--- config.mk ---
export PLATFORM = sky130hd
export DESIGN_NAME = addsub_digit_serial_flat
export DESIGN_NICKNAME = d
export VERILOG_FILES = /design/src/rtl/addsub_digit_serial_pkg.sv /design/src/rtl/addsub_digit_serial_if.sv /design/src/rtl/addsub_digit_serial_digit.sv /design/src/rtl/addsub_digit_serial.sv /design/src/flat_wrapper.sv
export SDC_FILE = /design/constraint.sdc
export NUM_CORES = 1
export LEC_CHECK = 0
export BUFFER_PORTS_ARGS = -buffer_cell sky130_fd_sc_hd__buf_4
export CAP_MARGIN = 20
export CELL_PAD_IN_SITES_DETAIL_PLACEMENT = 2
export CELL_PAD_IN_SITES_GLOBAL_PLACEMENT = 2
export CORE_ASPECT_RATIO = 1.4
export CORE_MARGIN = 1.5
export CORE_UTILIZATION = 34
export CTS_CLUSTER_SIZE = 28
export DETAILED_ROUTE_END_ITERATION = 10
export GPL_TIMING_DRIVEN = 0
export PLACE_DENSITY_LB_ADDON = 0.15
export SETUP_SLACK_MARGIN = 0.15
export SLEW_MARGIN = 20
export SYNTH_ARGS = -nofsm -noshare
export SYNTH_HDL_FRONTEND = slang
export SYNTH_SLANG_ARGS = --single-unit
--- constraint.sdc ---
create_clock -name CLK -period 3.75 [get_ports CLK]
set_input_delay 0.375 -clock CLK [delete_from_list [all_inputs] [get_ports CLK]]
set_output_delay 0.375 -clock CLK [all_outputs]
set_load 0.01 [all_outputs]
--- src/rtl/addsub_digit_serial_pkg.sv ---
// rtl/addsub_digit_serial_pkg.sv - shared types and sizing helpers for the digit-serial adder/subtractor
package addsub_pkg;

    typedef enum logic [1:0] {
        IDLE = 2'd0,
        BUSY = 2'd1,
        DONE = 2'd2
    } state_e;

    // Number of digits needed to cover the full operand width
    function automatic int calc_ndig(input int width, input int digit);
        return width / digit;
    endfunction

    // Digit counter width; a single-digit datapath still keeps a 1-bit counter
    function automatic int calc_cnt_w(input int ndig);
        return (ndig <= 1) ? 1 : $clog2(ndig);
    endfunction

endpackage

--- src/rtl/addsub_digit_serial_if.sv ---
// rtl/addsub_digit_serial_if.sv - operand/result handshake bundle for the digit-serial adder/subtractor
interface addsub_digit_serial_if #(
    parameter int WIDTH = 32
);
    logic             in_valid;
    logic             in_ready;
    logic [WIDTH-1:0] I0;
    logic [WIDTH-1:0] I1;
    logic             SUB;
    logic             CIN;
    logic             out_valid;
    logic             out_ready;
    logic [WIDTH-1:0] O;
    logic             COUT;
    logic             V;

    modport master (
        output in_valid, I0, I1, SUB, CIN, out_ready,
        input  in_ready, out_valid, O, COUT, V
    );

    modport slave (
        input  in_valid, I0, I1, SUB, CIN, out_ready,
        output in_ready, out_valid, O, COUT, V
    );
endinterface

--- src/rtl/addsub_digit_serial_digit.sv ---
// rtl/addsub_digit_serial_digit.sv - combinational DIGIT-bit adder slice with carry into the top bit
module addsub_digit #(
    parameter int DIGIT = 8
) (
    input  logic [DIGIT-1:0] a,
    input  logic [DIGIT-1:0] b,
    input  logic             cin,
    output logic [DIGIT-1:0] sum,
    output logic             cout,
    output logic             msb_cin
);
    logic [DIGIT:0] full;

    assign full    = {1'b0, a} + {1'b0, b} + {{DIGIT{1'b0}}, cin};
    assign sum     = full[DIGIT-1:0];
    assign cout    = full[DIGIT];
    // Carry into the top bit recovered from the sum bit; xor with cout gives signed overflow
    assign msb_cin = full[DIGIT-1] ^ a[DIGIT-1] ^ b[DIGIT-1];
endmodule

--- src/rtl/addsub_digit_serial.sv ---
// rtl/addsub_digit_serial.sv - digit-serial add/subtract, LSB digit first, valid/ready in and out
module addsub_digit_serial
    import addsub_pkg::*;
#(
    parameter int WIDTH = 32,
    parameter int DIGIT = 8
) (
    input  logic                  CLK,
    input  logic                  RESETN,
    addsub_digit_serial_if.slave  bus
);
    localparam int NDIG = calc_ndig(WIDTH, DIGIT);
    localparam int CW   = calc_cnt_w(NDIG);
    localparam logic [CW-1:0] LAST = CW'(NDIG - 1);

    if (WIDTH % DIGIT != 0) begin : g_bad_width
        $fatal(1, "addsub_digit_serial: WIDTH must be a multiple of DIGIT");
    end

    state_e           state_q, state_d;
    logic [CW-1:0]    cnt_q, cnt_d;
    logic             carry_q, carry_d;
    logic [WIDTH-1:0] a_q, a_d;
    logic [WIDTH-1:0] b_q, b_d;
    logic [WIDTH-1:0] res_q, res_d;
    logic [WIDTH-1:0] o_q, o_d;
    logic             cout_q, cout_d;
    logic             v_q, v_d;

    logic             in_ready;
    logic             accept;
    logic [DIGIT-1:0] dig_sum;
    logic             dig_cout;
    logic             dig_msb_cin;

    // The operand registers shift right each BUSY cycle, so the active digit is always the low one
    addsub_digit #(.DIGIT(DIGIT)) u_digit (
        .a       (a_q[DIGIT-1:0]),
        .b       (b_q[DIGIT-1:0]),
        .cin     (carry_q),
        .sum     (dig_sum),
        .cout    (dig_cout),
        .msb_cin (dig_msb_cin)
    );

    assign in_ready      = RESETN & ((state_q == IDLE) | ((state_q == DONE) & bus.out_ready));
    assign accept        = bus.in_valid & in_ready;
    assign bus.in_ready  = in_ready;
    assign bus.out_valid = (state_q == DONE);
    assign bus.O         = o_q;
    assign bus.COUT      = cout_q;
    assign bus.V         = v_q;

    // Next-state and datapath: step one digit in BUSY, publish on the last, load on accept
    always_comb begin
        state_d = state_q;
        cnt_d   = cnt_q;
        carry_d = carry_q;
        a_d     = a_q;
        b_d     = b_q;
        res_d   = res_q;
        o_d     = o_q;
        cout_d  = cout_q;
        v_d     = v_q;

        case (state_q)
            IDLE: ;
            BUSY: begin
                a_d     = a_q >> DIGIT;
                b_d     = b_q >> DIGIT;
                res_d   = WIDTH'({dig_sum, res_q} >> DIGIT);
                carry_d = dig_cout;
                cnt_d   = cnt_q + 1'b1;
                if (cnt_q == LAST) begin
                    state_d = DONE;
                    o_d     = res_d;
                    cout_d  = dig_cout;
                    v_d     = dig_msb_cin ^ dig_cout;
                end
            end
            DONE: begin
                if (bus.out_ready) begin
                    state_d = IDLE;
                end
            end
            default: state_d = IDLE;
        endcase

        // Subtraction is A + ~B + 1 with the borrow-in folded into the initial carry
        if (accept) begin
            state_d = BUSY;
            cnt_d   = '0;
            a_d     = bus.I0;
            b_d     = bus.SUB ? ~bus.I1 : bus.I1;
            carry_d = bus.CIN ^ bus.SUB;
        end
    end

    // State and datapath registers with synchronous active-low reset
    always_ff @(posedge CLK) begin
        if (!RESETN) begin
            state_q <= IDLE;
            cnt_q   <= '0;
            carry_q <= 1'b0;
            a_q     <= '0;
            b_q     <= '0;
            res_q   <= '0;
            o_q     <= '0;
            cout_q  <= 1'b0;
            v_q     <= 1'b0;
        end else begin
            state_q <= state_d;
            cnt_q   <= cnt_d;
            carry_q <= carry_d;
            a_q     <= a_d;
            b_q     <= b_d;
            res_q   <= res_d;
            o_q     <= o_d;
            cout_q  <= cout_d;
            v_q     <= v_d;
        end
    end
endmodule
--- src/flat_wrapper.sv ---
// flat-port wrapper written by rule: the top's interface ports become plain ports
module addsub_digit_serial_flat import addsub_pkg::*;
#(
    parameter int WIDTH = 32,
    parameter int DIGIT = 8
)
  (CLK, RESETN, bus_in_valid, bus_I0, bus_I1, bus_SUB, bus_CIN, bus_out_ready, bus_in_ready, bus_out_valid, bus_O, bus_COUT, bus_V);
  addsub_digit_serial_if #(.WIDTH(WIDTH)) bus_i ();
  input  logic CLK;
  input  logic RESETN;
  input wire logic [$bits(bus_i.in_valid)-1:0] bus_in_valid;
  input wire logic [$bits(bus_i.I0)-1:0] bus_I0;
  input wire logic [$bits(bus_i.I1)-1:0] bus_I1;
  input wire logic [$bits(bus_i.SUB)-1:0] bus_SUB;
  input wire logic [$bits(bus_i.CIN)-1:0] bus_CIN;
  input wire logic [$bits(bus_i.out_ready)-1:0] bus_out_ready;
  output wire logic [$bits(bus_i.in_ready)-1:0] bus_in_ready;
  output wire logic [$bits(bus_i.out_valid)-1:0] bus_out_valid;
  output wire logic [$bits(bus_i.O)-1:0] bus_O;
  output wire logic [$bits(bus_i.COUT)-1:0] bus_COUT;
  output wire logic [$bits(bus_i.V)-1:0] bus_V;
  assign bus_i.in_valid = bus_in_valid;
  assign bus_i.I0 = bus_I0;
  assign bus_i.I1 = bus_I1;
  assign bus_i.SUB = bus_SUB;
  assign bus_i.CIN = bus_CIN;
  assign bus_i.out_ready = bus_out_ready;
  assign bus_in_ready = bus_i.in_ready;
  assign bus_out_valid = bus_i.out_valid;
  assign bus_O = bus_i.O;
  assign bus_COUT = bus_i.COUT;
  assign bus_V = bus_i.V;
  addsub_digit_serial #(.WIDTH(WIDTH), .DIGIT(DIGIT)) u_core (.CLK(CLK), .RESETN(RESETN), .bus(bus_i));
endmodule
==> key figures <==
Run status
  • Status: complete, no violations

Cells and area
  • Post-route cell area: 6960 um^2
  • Reg area: 2540 um^2
  • Final core utilization: 0.460
  • Layout fillers: 1708
  • Multi-input gate area: 2550 um^2
  • # nets final: 844
  • # diodes: 0
  • Share of cells above drive strength 1: 0.188
  • Area growth from synthesis to layout: 31.4%

Place
  • I/O Buffers: 104
  • Post-place setup slack: 974 ps
  • GP Congestion: 0.776
  • DP Wirelength: 13.9 mm
  • DP Area: 6320 um^2

CTS
  • CTS clk-pin slew, worst paths: 60 ps
  • Post-CTS Resized: 0
  • # Post-CTS Setup Buffers: 0
  • Clock Tree Root: clkbuf_16
  • H-tree depth: 4
  • CTS tree: built
  • # hold bufs at CTS: 0
  • Clock tree buffer depth: 2
  • Clk_lat worst skew: 430 ps
  • CTS Buf Count: 17
  • Clk sinks: 127

Global routing
  • Number of global-route vias before repair: 5927
  • Largest net degree at the start of global routing: 17
  • First-pass GRT wire length: 30.7 mm
  • Antenna violations before repair: 0
  • Total track usage: 0.250
  • GRT overflow: 0

Synthesis
  • Most instantiated cells after synthesis: 175 x nand2_1, 127 x dfxtp_1, 117 x a21oi_1
  • EDFF count, synth: 0
  • Top cell type's share of synthesized area: 0.480
  • Synthesized instance count: 641
  • Area leader, netlist: dfxtp_1
  • Netlist Area Pre-Place: 5300 um^2
  • Leading cell type by number of instances after synthesis: nand2_1
  • Synth cell types: 34
  • Syn avg cell area: 8.26 um^2
  • Seq cells post-synth: approximately 130
  • Syn Nets: just over 700
  • Main synth FF type: dfxtp_1
  • Syn. warnings: 0
  • Sequential-to-total area share from yosys stat: 0.480
  • Top cells by area, synth: dfxtp_1 48%, nand2_1 12%, a21oi_1 11%, a22oi_1 6.1%, xor2_1 6.0%
  • Post-synthesis async set-or-reset flop share: 0

STA
  • Crit share post-route: 0.752
  • Worst Max-Slew Pin Slew: between 600 and 700 ps
  • Final TNS setup: 0 ps
  • RSZ-0062 raised after global routing: false
  • Slew Limit Fails: 0
  • Headroom to the max-slew limit: 0.539
  • Tmin final: approximately 2800 ps
  • Final setup viols: 0
  • F_max: 0.355 GHz
  • Worst Slack Setup Final: 931 ps
  • Skew final: ~12 ps
  • Hold Fails Final Rpt: 0

Routing
  • First-pass detailed-route iteration total: 4
  • Initial drt markers: between 100 and 150
  • Average wire per standard cell: about 20 um
  • Remaining antenna violation count: 0
  • Total Routed Length: 19.2 mm
  • DR DRC count: 0
  • Via/cell ratio: between 5 and 6
  • Vias: between 5000 and 6000

Worst setup path
  • CP Launch Type: flip-flop
  • Worst Path Required: 4110 ps
  • Critical path endpoint category: flip-flop
  • Critical path arrival: 3180 ps
  • CP peak stage delay: 510 ps
  • Crit path from: u_core.b_q[0]
  • Critical path, cell by cell: fa_1 > fa_1 > a211oi_1 > o21ai_0 > o211ai_1 > xnor3_1 > a21oi_1
  • CP most frequent cell: fa_1
  • CP Class: flip-flop to flip-flop
  • Critical Path Slowest Stage Cell: fa_1
  • R2r startpoint: u_core.b_q[0]
  • Max FO, Critical Path: 3

Worst hold path
  • Hold_sp: bus_I0[26]
  • HP Class: input port to flip-flop

Die
  • Die Width: 108 um
  • Die area: 16300 um^2
  • # IOs: 106
  • CORE AREA: 15100 um^2
  • FP Rows: 53
  • Starting density of the core: 0.350
  • Die height: 151 um

Power and ir drop
  • LEAKAGE: 2.67 nW
  • Pwr Density: 518 nW/um^2
  • Pwr Total: 3.61 mW
  • Worst IR Drop VDD: approximately 0.00028 V

Job
  • Max_cap viols: 0
## final timing paths
path | endpoint | slack [ps] | cells after the start
worst max-delay path | u_core.bus.V | 930 | 7
worst min register to register | u_core.a_q[18] | 460 | 2
worst max register to register | u_core.bus.V | 930 | 7
worst min-delay path | u_core.a_q[26] | 210 | 3
## registers in the layout (all words and copies together), names as in the netlist
name and count:
u_core.bus.O 32, u_core.a_q 32, u_core.res_q 24, u_core.carry_q 1, u_core.bus.COUT 1, u_core.bus.V 1, u_core.cnt_q 2, u_core.b_q 32
u_core.state_q 2
## per-layer routing
layer | GRT usage | up-vias | part of all wire
li1 | - | 2442 | -
met1 | 0.257 | 2506 | 0.37
met2 | 0.491 | 122 | 0.57
met3 | 0.0511 | 31 | 0.043
met4 | 0.0842 | 0 | 0.019
met5 | 0 | - | 0
## through the flow
stage / hold slack, ps / std cells
finish: 207 / 969
global route: 209 / 969
CTS: 198 / 969
detailed placement: 452 / 937
global placement: 440 / 937
floorplan: 432 / 641
## cells in the final DEF (no fill, tap or decap), types with 2 or more instances in the layout
cell / instances
nor2b_1: 4
xor2_1: 36
fa_1: 2
o211ai_1: 3
dfxtp_1: 127
clkinvlp_4: 2
buf_4: 104
nand3_1: 18
o21ai_0: 5
xnor2_1: 4
a22oi_1: 43
clkbuf_1: 38
o31ai_1: 2
a211oi_1: 6
nor2_1: 18
inv_6: 4
o21a_1: 2
a21o_1: 2
nand2_1: 175
buf_1: 6
a21oi_1: 117
nand2b_1: 2
clkbuf_16: 17
clkinv_4: 4
buf_2: 6
a311oi_1: 5
ha_1: 8
bufinv_16: 4
## cell families (layout without fill, tap and decap cells)
family                   after synthesis  after routing  synth area share
buffers and inverters                 52            188            0.0383
AO/OA/AOI/OAI                        190            190             0.216
flip-flops                           127            127             0.480
XOR/XNOR                              41             41            0.0704
AND/OR/NAND/NOR                      221            221             0.169
adder cells (fa/ha/maj)               10             10            0.0265
## critical path, delay by kind of cell, from the launching register on
family | cells | cell delay (ps)
AOI/OAI and AO/OA | 4 | 940
xor gates and xnor gates | 1 | 480
adders and majority gates | 2 | 1010
DFF | 1 | 350
## power by group
part	internal [mW]	leakage [nW]	switching, mW
sequential	1.40	1.03	0.0375
combinational	0.138	1.33	0.214
clock	1.14	0.308	0.680
## area by class of cell
cell class	instances	area share
clock buffer	18	0.0631
multi-input combinational	462	0.366
clock inverter	14	0.0295
tap	192	0.0345
timing repair buffer	104	0.112
sequential	127	0.365
inverter	2	0.00108
buffer	50	0.0280
Power figures use the tool's default switching activity.
